$ cat config.mk
export PLATFORM = sky130hd
export DESIGN_NAME = sseg_scan_driver
export DESIGN_NICKNAME = d
export VERILOG_FILES = /design/src/rtl/sseg_pkg.sv /design/src/rtl/sseg_digit_decode.sv /design/src/rtl/sseg_scan_driver.sv
export SDC_FILE = /design/constraint.sdc
export NUM_CORES = 1
export LEC_CHECK = 0
export BUFFER_PORTS_ARGS = -buffer_cell sky130_fd_sc_hd__buf_2
export CAP_MARGIN = 20
export CORE_ASPECT_RATIO = 0.5
export CORE_MARGIN = 2
export CORE_UTILIZATION = 55
export CTS_CLUSTER_SIZE = 16
export DETAILED_ROUTE_END_ITERATION = 7
export HOLD_SLACK_MARGIN = 0.15
export PLACE_DENSITY = 0.76
export SETUP_SLACK_MARGIN = 0.1
export SYNTH_ARGS = -nofsm -noshare
export SYNTH_HDL_FRONTEND = slang
export SYNTH_SLANG_ARGS = --single-unit
export TNS_END_PERCENT = 5
$ cat constraint.sdc
create_clock -name clk -period 2.7 [get_ports clk]
set_input_delay 0.54 -clock clk [delete_from_list [all_inputs] [get_ports clk]]
set_output_delay 0.54 -clock clk [all_outputs]
set_load 0.02 [all_outputs]
$ cat src/rtl/sseg_pkg.sv
// Segment encoding shared by the seven-segment scan driver: hex glyph table,
// all-dark constant and active-low segment bit positions (bit 7 = dp).
package sseg_pkg;

    localparam int SEG_A  = 0;
    localparam int SEG_B  = 1;
    localparam int SEG_C  = 2;
    localparam int SEG_D  = 3;
    localparam int SEG_E  = 4;
    localparam int SEG_F  = 5;
    localparam int SEG_G  = 6;
    localparam int SEG_DP = 7;

    localparam logic [7:0] SSEG_OFF = 8'hFF;

    // Packed so that SEG_TABLE[h] is the g..a pattern for hex value h.
    localparam logic [15:0][6:0] SEG_TABLE = {
        7'h0E, 7'h06, 7'h21, 7'h46,   // F E d C
        7'h03, 7'h08, 7'h10, 7'h00,   // b A 9 8
        7'h78, 7'h02, 7'h12, 7'h19,   // 7 6 5 4
        7'h30, 7'h24, 7'h79, 7'h40    // 3 2 1 0
    };

    function automatic logic [6:0] hex_glyph(input logic [3:0] hex);
        return SEG_TABLE[hex];
    endfunction

endpackage

$ cat src/rtl/sseg_digit_decode.sv
// Combinational hex/dp/blank to active-low segment decode, zero latency.
// No flow control: output follows inputs within the same cycle.
module sseg_digit_decode
    import sseg_pkg::*;
(
    input  logic [3:0] i_hex,
    input  logic       i_dp,
    input  logic       i_blank,
    output logic [7:0] o_sseg
);

    logic [6:0] w_glyph;

    assign w_glyph = hex_glyph(i_hex);

    always_comb begin
        o_sseg = SSEG_OFF;
        if (!i_blank) begin
            o_sseg[SEG_A]  = w_glyph[0];
            o_sseg[SEG_B]  = w_glyph[1];
            o_sseg[SEG_C]  = w_glyph[2];
            o_sseg[SEG_D]  = w_glyph[3];
            o_sseg[SEG_E]  = w_glyph[4];
            o_sseg[SEG_F]  = w_glyph[5];
            o_sseg[SEG_G]  = w_glyph[6];
            o_sseg[SEG_DP] = ~i_dp;
        end
    end

endmodule

$ cat src/rtl/sseg_scan_driver.sv
// Multiplexed seven-segment scan driver with frame-synchronous display update.
// an/sseg registered one clock after the digit index; load is always accepted.
// Build option: SSEG_LEADING_ZERO_BLANK_EN enables leading-zero suppression.
module sseg_scan_driver
    import sseg_pkg::*;
#(
    parameter int N_DIGITS       = 4,
    parameter int REFRESH_CYCLES = 50000
) (
    input  logic                  clk,
    input  logic                  reset,
    input  logic                  load,
    input  logic [4*N_DIGITS-1:0] hex_in,
    input  logic [N_DIGITS-1:0]   dp_in,
    input  logic [N_DIGITS-1:0]   blank_in,
    output logic                  upd_pending,
    output logic [N_DIGITS-1:0]   an,
    output logic [7:0]            sseg
);

    localparam int PW = (REFRESH_CYCLES > 1) ? $clog2(REFRESH_CYCLES) : 1;
    localparam int DW = (N_DIGITS > 1) ? $clog2(N_DIGITS) : 1;

    localparam logic [PW-1:0] PRESC_LAST = PW'(REFRESH_CYCLES - 1);
    localparam logic [DW-1:0] DIGIT_LAST = DW'(N_DIGITS - 1);

    logic [PW-1:0]         r_presc;
    logic [DW-1:0]         r_digit;

    logic [4*N_DIGITS-1:0] r_shd_hex;
    logic [N_DIGITS-1:0]   r_shd_dp;
    logic [N_DIGITS-1:0]   r_shd_blank;
    logic                  r_pend;

    logic [4*N_DIGITS-1:0] r_dsp_hex;
    logic [N_DIGITS-1:0]   r_dsp_dp;
    logic [N_DIGITS-1:0]   r_dsp_blank;

    logic [N_DIGITS-1:0]   r_an;
    logic [7:0]            r_sseg;

    logic                  w_presc_wrap;
    logic                  w_frame_bnd;
    logic [N_DIGITS-1:0]   w_lz_blank;
    logic [3:0]            w_cur_hex;
    logic                  w_cur_dp;
    logic                  w_cur_blank;
    logic [7:0]            w_dec_sseg;
    logic [N_DIGITS-1:0]   w_an_nxt;

    assign w_presc_wrap = (r_presc == PRESC_LAST);
    assign w_frame_bnd  = w_presc_wrap && (r_digit == DIGIT_LAST);

    // Refresh timebase and digit scan position.
    always_ff @(posedge clk) begin
        if (reset) begin
            r_presc <= '0;
            r_digit <= '0;
        end else begin
            r_presc <= w_presc_wrap ? '0 : r_presc + 1'b1;
            if (w_presc_wrap) begin
                r_digit <= (r_digit == DIGIT_LAST) ? '0 : r_digit + 1'b1;
            end
        end
    end

    // Shadow capture; a load on the boundary lands after the transfer reads
    // the old shadow, so pending stays set for the following frame.
    always_ff @(posedge clk) begin
        if (reset) begin
            r_shd_hex   <= '0;
            r_shd_dp    <= '0;
            r_shd_blank <= '0;
            r_pend      <= 1'b0;
        end else if (load) begin
            r_shd_hex   <= hex_in;
            r_shd_dp    <= dp_in;
            r_shd_blank <= blank_in;
            r_pend      <= 1'b1;
        end else if (w_frame_bnd) begin
            r_pend      <= 1'b0;
        end
    end

    always_ff @(posedge clk) begin
        if (reset) begin
            r_dsp_hex   <= '0;
            r_dsp_dp    <= '0;
            r_dsp_blank <= '0;
        end else if (w_frame_bnd && r_pend) begin
            r_dsp_hex   <= r_shd_hex;
            r_dsp_dp    <= r_shd_dp;
            r_dsp_blank <= r_shd_blank;
        end
    end

`ifdef SSEG_LEADING_ZERO_BLANK_EN
    logic w_zero_run;

    // Walk down from the top digit; digit 0 is never suppressed.
    always_comb begin
        w_lz_blank = '0;
        w_zero_run = 1'b1;
        for (int k = N_DIGITS - 1; k > 0; k--) begin
            w_zero_run    = w_zero_run & (r_dsp_hex[4*k +: 4] == 4'h0);
            w_lz_blank[k] = w_zero_run & ~r_dsp_dp[k];
        end
    end
`else
    assign w_lz_blank = '0;
`endif

    assign w_cur_hex   = r_dsp_hex[{r_digit, 2'b00} +: 4];
    assign w_cur_dp    = r_dsp_dp[r_digit];
    assign w_cur_blank = r_dsp_blank[r_digit] | w_lz_blank[r_digit];

    sseg_digit_decode u_decode (
        .i_hex   (w_cur_hex),
        .i_dp    (w_cur_dp),
        .i_blank (w_cur_blank),
        .o_sseg  (w_dec_sseg)
    );

    always_comb begin
        w_an_nxt          = '1;
        w_an_nxt[r_digit] = 1'b0;
    end

    always_ff @(posedge clk) begin
        if (reset) begin
            r_an   <= '1;
            r_sseg <= SSEG_OFF;
        end else begin
            r_an   <= w_an_nxt;
            r_sseg <= w_dec_sseg;
        end
    end

    assign an          = r_an;
    assign sseg        = r_sseg;
    assign upd_pending = r_pend;

endmodule

==> flow_metrics.tcl, run 1 <==
set metrics [dict create \
    status "complete, no violations" \
    async_reset_ff_share_pct 0 \
    diodes 0 \
    holdWs_ps 443 \
    cp_top_family "multiplexers" \
    drive_gt1_share_pct 16.6 \
    grt_max_degree 53 \
    fmax_mhz 441 \
    cp_num_buf_inv 0 \
    numPortBuffers 39 \
    hold_viol 0 \
    start_kind "flop" \
    cts_buffers 9 \
    setup_total_negative_slack_ps 0 \
    power_density_mw_per_mm2 643 \
    dp_worst_setup_slack_ps 446 \
    holdBufCountCts 0 \
    clock_latency_ps 330 \
    cpPeakStageDelay_ps 720 \
    clk_pin_slew_ps 60 \
    crit_path_cell_trace "mux4_1, ha_1, and2b_1, a211oi_1, o21ai_0" \
    vias 2570 \
    grt.met3_usage_pct 7.72 \
    cts_setup_buffers 0 \
    ys_types 39 \
    post-route-period-util_pct 84.0 \
    firstDrtPassIters 4 \
    wl_um 6660 \
    use_met1_pct 28.7 \
    grt-ovfl-total 0 \
    synth_top_flop_cell "dfxtp_1" \
    htreeDepth 3 \
    synth_common_cells "dfxtp_1, nor2_1, a21oi_1" \
    met2_usage_pct 32.6 \
    antenna_found_initial 0 \
    area_growth_pct 13.9 \
    r2r_slack_ps 430 \
    viasPerCell 5.67 \
    fp.coreArea_mm2 0.00566 \
    dieArea_mm2 0.00671 \
    syn_area_mm2 0.00332 \
    skew_ps 5.22 \
    required_ps 2880 \
    ctsResizeCount 0 \
    track_usage_pct 21.5 \
    cts_tree "yes" \
    ir_drop_uv 481 \
    ys_seq_elements 79 \
    grt_setup_unrepaired "no" \
    p_int_mw 1.91 \
    drt-wirelength-per-cell_um 14.7 \
    ant_nets 0 \
    routabilityCongestion 0.856 \
    tightest_slew_ps 710 \
    crit_type "flop to flop" \
    drc 0 \
    power_mw 2.43 \
    rows 19 \
    clock-sinks 79 \
    cp_slowest_cell "mux4_1" \
    dp.final_hpwl_um 4520 \
    holdCritPathClass "input pin to flop" \
    grt_first_pass_wirelength_um 11100 \
    yosys_warnings 0 \
    clockRootBuffer "clkbuf_16" \
    yosysMostFrequentCell "dfxtp_1" \
    synth_top_area_share_pct 47.7 \
    syn-num-nets 386 \
    grt_busiest_layer "met2" \
    cap_violations 0 \
    setup_viol 0 \
    syn_area_per_cell_um2 9.54 \
    drt_iter0_markers 195 \
    combPwrFrac_pct 4.3 \
    ios 40 \
    floorplan.initialDensity_pct 58.6 \
    synth_area_leaders "dfxtp_1, mux2i_1, a21oi_1" \
    seq_power_share_pct 50.0 \
    die_x_um 114 \
    crit_path_end_kind "flop" \
    yosysTopAreaCell "dfxtp_1" \
    slew_violations 0 \
    switchingPower_uw 514 \
    slew_headroom_pct 52.7 \
    cts_buffer_depth 2 \
    nets 413 \
    path_max_fanout 11 \
    die_h_um 58.9 \
    grt_pass1_vias 2339 \
    p_leak_nw 1.51 \
    p_clk_share_pct 45.7 \
    synth_edf_count 0 \
    ys_seq_area_share_pct 47.7 \
    fin_crit_ps 2270 \
    arrival_ps 2450 \
    fin_ws_ps 433 \
    synthCells 348 \
    sw_frac_of_total_pct 21.2 \
]
==> power groups by stage <==
stage	Sequential [mW]	Clock, mW	Combinational [mW]
3_3_place_gp	1.24	0	0.102
4_1_cts	1.21	1.13	0.107
6_report	1.21	1.11	0.105
3_5_place_dp	1.24	0	0.106
5_1_grt	1.22	1.19	0.118
2_1_floorplan	1.24	0	0.0628
==> cells by family (layout without fill, tap and decap cells) <==
kind of cell	count (synthesis)	in the layout	synth area share, %
AO/OA/AOI/OAI	74	74	12.4
XOR/XNOR	10	10	2.64
adder cells (fa/ha/maj)	11	11	4.15
buffers and inverters	35	67	4.90
flip-flops	79	79	47.7
multiplexers	31	31	12.1
AND/OR/NAND/NOR	108	108	16.2
==> through the flow <==
stage	instances	instance area [um^2]	util, %
2_1_floorplan	348	3320	-
3_3_place_gp	437	3500	61.9
3_5_place_dp	437	3500	61.9
4_1_cts	453	3780	66.8
5_1_grt	453	3780	66.8
6_report	453	3780	66.8
==> sequential cells by signal (all words and copies together), names as in the netlist <==
signal       count
r_dsp_dp         4
an               4
upd_pending      1
r_shd_blank      4
r_digit          2
r_presc         16
r_dsp_hex       16
r_dsp_blank      4
r_shd_hex       16
sseg             8
r_shd_dp         4
==> worst paths after layout <==
| check | startpoint | endpoint | depth (start not counted) |
|---|---|---|---|
| worst min-delay path | hex_in[1] | r_shd_hex[1]$_SDFFE_PP0P_ | 3 |
| worst max-delay path | r_digit[0]$_SDFFE_PP0N_ | sseg[3]$_SDFF_PP1_ | 5 |
| worst max register to register | r_digit[0]$_SDFFE_PP0N_ | sseg[3]$_SDFF_PP1_ | 5 |
| worst min register to register | r_presc[0]$_SDFF_PP0_ | r_presc[0]$_SDFF_PP0_ | 1 |
==> layout make-up <==
cell class | count | area, um^2
Inverter | 8 | 30.0
Tap cell | 73 | 91.3
Timing Repair Buffer | 43 | 225
Sequential cell | 79 | 1580
Clock buffer | 13 | 260
Multi-Input combinational cell | 234 | 1570
Clock inverter | 3 | 17.5
Fill cell | 449 | 1880
==> cells in the final DEF, fill, tap and decap left out, types with 2 or more instances in the layout <==
master / count
dfxtp_1: 79
buf_2: 39
nor2_1: 37
a21oi_1: 32
o21ai_0: 29
nand3_1: 28
mux2i_1: 25
nand2_1: 17
ha_1: 11
clkbuf_16: 9
inv_1: 8
xor2_1: 7
and3_1: 5
or3_1: 5
mux4_1: 4
nand4_1: 4
o221ai_1: 4
buf_4: 4
and4_1: 3
xnor2_1: 3
mux4_2: 2
o211ai_1: 2
clkbuf_8: 2
clkbuf_1: 2
clkinv_2: 2
==> per-layer routing <==
metal	part of all wire (%)	vias up
met1	49	1214
met4	0.93	0
met2	44	74
met5	0	-
met3	6.0	11
li1	-	1271
==> tightest hold or removal path: stages <==
cell	delay [ps]
buf_2	70
mux2i_1	50
nor2_1	70
Note: power is estimated with default switching activity, not from simulation.
==> run 2, diff against run 1 <==
- clock period: 2.7 -> 2.4 ns (I/O delays scaled with it)
==> run 2 against run 1 <==
Net effect:
- via count about the same
- power up 16%
- non-clock buffer count up 1
- critical endpoint is now sseg[1]$_SDFF_PP1_
- sequential share of layout area down 0.45 points
- sequential power up 13%
- flip-flop and latch count unchanged
- clock skew up 0.80 ps
- worst setup slack worse by 18 ps
- combinational power up 14%
- count of clock-buffer cells in the layout down 3
- global-route usage up 1.5 points
- die area unchanged
==> flow_metrics.tcl, run 2 (same netlist as run 1, synthesis figures left out) <==
set metrics [dict create \
    hp-start "hex_in[12]" \
    cts_buffer_depth 2 \
    cp_slowest_cell "mux4_1" \
    dieArea_mm2 0.00671 \
    arrival_ps 2170 \
    clockRootBuffer "clkbuf_16" \
    fin_crit_ps 1990 \
    fp.coreArea_mm2 0.00566 \
    numPortBuffers 39 \
    grt_setup_unrepaired "no" \
    ios 40 \
    cap_violations 0 \
    firstDrtPassIters 4 \
    die_h_um 58.9 \
    crit_type "flop to flop" \
    dr_wl_met2_um 3050 \
    status "complete, no violations" \
    final_cell_mix "dfxtp_1, buf_2, nor2_1" \
    floorplan.initialDensity_pct 58.6 \
    clock_latency_ps 340 \
    met1_length_um 3210 \
    path_common_cell "o211ai_1" \
    stdcell_area_mm2 0.00382 \
    rows 19 \
    nets 414 \
    fmax_mhz 504 \
    vias 2571 \
    setup_viol 0 \
    path_max_fanout 5 \
    reg_top3 "r_dsp_hex x16, r_presc x16, r_shd_hex x16" \
    power_density_mw_per_mm2 738 \
    hold_viol 0 \
    clock-sinks 79 \
    htreeDepth 3 \
    crit_start "r_digit[0]$_SDFFE_PP0N_" \
    met3WireLength_um 534 \
    area_growth_pct 15.2 \
    post-route-period-util_pct 82.7 \
    grt_pass1_vias 2464 \
    drt-wirelength-per-cell_um 15.2 \
    start_kind "flop" \
    wl_um 6900 \
    r2r_start "r_digit[0]$_SDFFE_PP0N_" \
    placed_area_mm2 0.00352 \
    diodes 0 \
    skew_ps 6.01 \
    routabilityCongestion 0.853 \
    drive_gt1_share_pct 17.3 \
    grt-ovfl-total 0 \
    holdBufCountCts 0 \
    p_leak_nw 1.53 \
    track_usage_pct 23.0 \
    clk_pin_slew_ps 60 \
    nFillCells 462 \
    cts_setup_buffers 0 \
    drt_iter0_markers 208 \
    slew_violations 0 \
    holdCritPathClass "input pin to flop" \
    top_layer_used "met4" \
    setup_total_negative_slack_ps 0 \
    layout_commonest_cell "dfxtp_1" \
    crit_path_end_kind "flop" \
    dp.final_hpwl_um 4770 \
    grt_max_degree 35 \
    ant_nets 0 \
    cts_tree "yes" \
    required_ps 2590 \
    viasPerCell 5.66 \
    cts_buffers 9 \
    drc 0 \
    slew_headroom_pct 52.0 \
    antenna_found_initial 0 \
    ir_drop_uv 568 \
    ctsResizeCount 0 \
    tightest_slew_ps 720 \
    cpPeakStageDelay_ps 700 \
    grt_first_pass_wirelength_um 11600 \
    crit_path_cell_trace "mux4_1, inv_1, ha_1, o211ai_1, o211ai_1" \
    holdWs_ps 377 \
    die_x_um 114 \
]
==> run 2: cell count changes in the layout (fill, tap and decap cells not counted) <==
cell,previous run,this run
buf_12,0,1
bufinv_16,0,1
clkbuf_1,2,0
clkbuf_8,2,1
clkinv_2,2,3
clkinvlp_4,1,2
==> run 2: final timing paths <==
path / endpoint / slack, ps / depth (start not counted)
max: sseg[1]$_SDFF_PP1_ / 410 / 5
min: r_shd_hex[12]$_SDFFE_PP0P_ / 380 / 3
max reg2reg: sseg[1]$_SDFF_PP1_ / 410 / 5
min reg2reg: r_presc[0]$_SDFF_PP0_ / 460 / 1
==> run 2: area by class of cell <==
type / instances / area (um^2) / share of cell area (%)
timing repair buffer: 44 / 245 / 6.42
tap: 73 / 91.3 / 2.39
clock inverter: 6 / 60.1 / 1.57
clock buffer: 10 / 239 / 6.25
sequential: 79 / 1580 / 41.4
multi-input combinational: 234 / 1570 / 41.2
inverter: 8 / 30.0 / 0.786
==> run 2: routing by layer <==
layer | up-vias | track usage, %
met5 | - | 0
met4 | 0 | 11.0
met3 | 10 | 8.86
met2 | 87 | 34.3
met1 | 1191 | 29.7
li1 | 1283 | -
==> run 2: power by group <==
part	switching, mW	leakage (nW)	internal (mW)	total (mW)
combinational	0.0666	0.738	0.0529	0.120
clock	0.508	0.144	0.826	1.33
sequential	0.0187	0.645	1.35	1.37
==> run 2: metrics by stage <==
step	instances	total power [mW]	utilization [%]	setup slack, ps
after floorplan	348	1.47	-	465
after global placement	438	1.51	62.3	543
after detailed placement	438	1.52	62.3	434
after CTS	454	2.85	67.5	425
after global routing	454	2.93	67.5	289
final	454	2.82	67.5	415
==> run 2: critical path, delay by kind of cell, from the launching register on <==
family | cells | cell delay (ps)
multiplexers | 1 | 700
flip-flops | 1 | 380
AO/OA/AOI/OAI | 2 | 300
adder cells (fa/ha/maj) | 1 | 270
buffers and inverters | 1 | 190
==> run 3, diff against run 2 <==
- CORE_UTILIZATION: 55 -> 52
- PLACE_DENSITY: 0.76 -> 0.75
- clock period: 2.4 -> 1.71 ns (I/O delays scaled with it)
==> run 3 against run 2 <==
Net effect:
- the run now ends with setup timing left
- combinational power grew 51%
- sequential power grew 40%
- clock power grew 53%
- worst setup slack lost 460 ps
- register-to-register slack lost 460 ps
- routed wire length grew 3.8%
- via count grew 3.3%
- power grew 47%
- count of clock-buffer cells in the layout is the same
- critical path depth is the same
- largest cell class is now multi-input combinational cells
==> flow_metrics.tcl, run 3 (same netlist as run 1, synthesis figures left out) <==
set metrics [dict create \
    status "complete, but fails checks" \
    violations "setup timing" \
    dp.final_hpwl_um 4840 \
    fin_ws_ps -48.7 \
    nets 432 \
    r2r_cells 5 \
    fin_crit_ps 1760 \
    skew_ps 6.18 \
    holdCritPathClass "input pin to flop" \
    die_h_um 60.5 \
    cts_buffer_depth 2 \
    p_leak_nw 1.64 \
    path_common_cell "o211ai_1" \
    r2r_slack_ps -50 \
    cp_num_buf_inv 1 \
    min_delay_path_depth 2 \
    slew_headroom_pct 67.7 \
    clock_latency_ps 340 \
    htreeDepth 3 \
    cts_buffers 9 \
    drive_gt1_share_pct 24.6 \
    setup_viol 4 \
    crit_path_end_kind "flop" \
    arrival_ps 1970 \
    r2r_start "r_digit[0]$_SDFFE_PP0N_" \
    r2r-end "sseg[1]$_SDFF_PP1_" \
    firstDrtPassIters 5 \
    cp_top_family "multiplexers" \
    grt_max_degree 51 \
    layout_commonest_cell "dfxtp_1" \
    cp_slowest_cell "mux4_2" \
    path_max_fanout 5 \
    power_mw 4.14 \
    drc 0 \
    routabilityCongestion 0.857 \
    holdPathEnd "r_presc[2]$_SDFF_PP0_" \
    drt_iter0_markers 179 \
    holdBufCountCts 0 \
    grt-ovfl-total 0 \
    ant_nets 0 \
    vias 2655 \
    numPortBuffers 39 \
    grt_pass1_vias 2498 \
    diodes 0 \
    power_density_mw_per_mm2 1000 \
    drt-wirelength-per-cell_um 14.7 \
    track_usage_pct 22.0 \
    fp.coreArea_mm2 0.00611 \
    crit_type "flop to flop" \
    rows 20 \
    cpPeakStageDelay_ps 630 \
    grt_first_pass_wirelength_um 11600 \
    final_cell_mix "dfxtp_1, buf_2, nor2_1" \
    crit_path_cell_trace "mux4_2, inv_4, ha_4, o211ai_1, o211ai_1" \
    viasPerCell 5.46 \
    grt_setup_unrepaired "yes" \
    required_ps 1920 \
    hp-start "reset" \
    floorplan.initialDensity_pct 54.3 \
    post-route-period-util_pct 103 \
    clockRootBuffer "clkbuf_16" \
    utilization_pct 67.5 \
    area_growth_pct 24.2 \
    dieArea_mm2 0.00707 \
    cap_violations 0 \
    tightest_slew_ps 484 \
    clk_pin_slew_ps 60 \
    cts_tree "yes" \
    start_kind "flop" \
    wl_um 7160 \
    hold_viol 0 \
    ir_drop_uv 692 \
    die_x_um 117 \
    slew_violations 0 \
    clock-sinks 79 \
    antenna_found_initial 0 \
    reg_top3 "r_dsp_hex x16, r_presc x16, r_shd_hex x16" \
    ios 40 \
    fmax_mhz 569 \
]
[run 3: cell types whose count changed in the layout (fill, tap and decap cells not counted), sizes merged]
cell,before,now
buf,44,62
bufinv,1,2
clkinv,3,1
clkinvlp,2,1
inv,8,9
[run 3: report_power, final]
group          internal, mW  switching [mW]
registers              1.89          0.0271
clock network          1.31           0.731
logic                0.0854          0.0954
[run 3: worst max path at each step]
stage	start	endpoint	slack [ps]	cells past startpoint
after floorplan	r_digit[0]$_SDFFE_PP0N_	sseg[1]$_SDFF_PP1_	-30	6
after global placement	r_digit[0]$_SDFFE_PP0N_	sseg[5]$_SDFF_PP1_	30	5
after detailed placement	r_digit[0]$_SDFFE_PP0N_	sseg[1]$_SDFF_PP1_	-70	5
after CTS	r_digit[0]$_SDFFE_PP0N_	sseg[1]$_SDFF_PP1_	-40	5
after global routing	r_digit[0]$_SDFFE_PP0N_	sseg[1]$_SDFF_PP1_	-100	5
final	r_digit[0]$_SDFFE_PP0N_	sseg[1]$_SDFF_PP1_	-50	5
[run 3: cell type report]
cell class	count	area [um^2]
Clock buffer	10	239
Clock inverter	5	81.3
Fill cell	492	1990
Inverter	8	35.0
Multi-Input combinational cell	234	1630
Sequential cell	79	1590
Tap cell	88	110
Timing Repair Buffer	62	434
[run 3: metrics by stage]
step / worst slack [ps] / hold WS [ps] / TNS (ps) / instance area (um^2) / instances
floorplan: -34.5 / 413 / -117 / 3350 / 348
global placement: 33.7 / 426 / 0 / 3720 / 467
detailed placement: -74.8 / 436 / -158 / 3720 / 467
CTS: -36.9 / 224 / -78.1 / 4100 / 486
global route: -100 / 235 / -497 / 4120 / 486
finish: -48.7 / 232 / -119 / 4120 / 486
[run 3: what timing repair did]
item,CTS,global route
setup endpoints to repair,32,32
setup buffers,4,0
gates resized for setup,6,13
pin swaps,3,1
[run 3: per-layer routing]
| layer | GRT usage, % | wire length [um] | vias up |
|---|---|---|---|
| li1 | - | - | 1314 |
| met5 | 0 | 0 | - |
| met1 | 26.9 | 3310 | 1255 |
| met3 | 10.3 | 456 | 8 |
| met2 | 34.8 | 3290 | 78 |
| met4 | 7.73 | 101 | 0 |
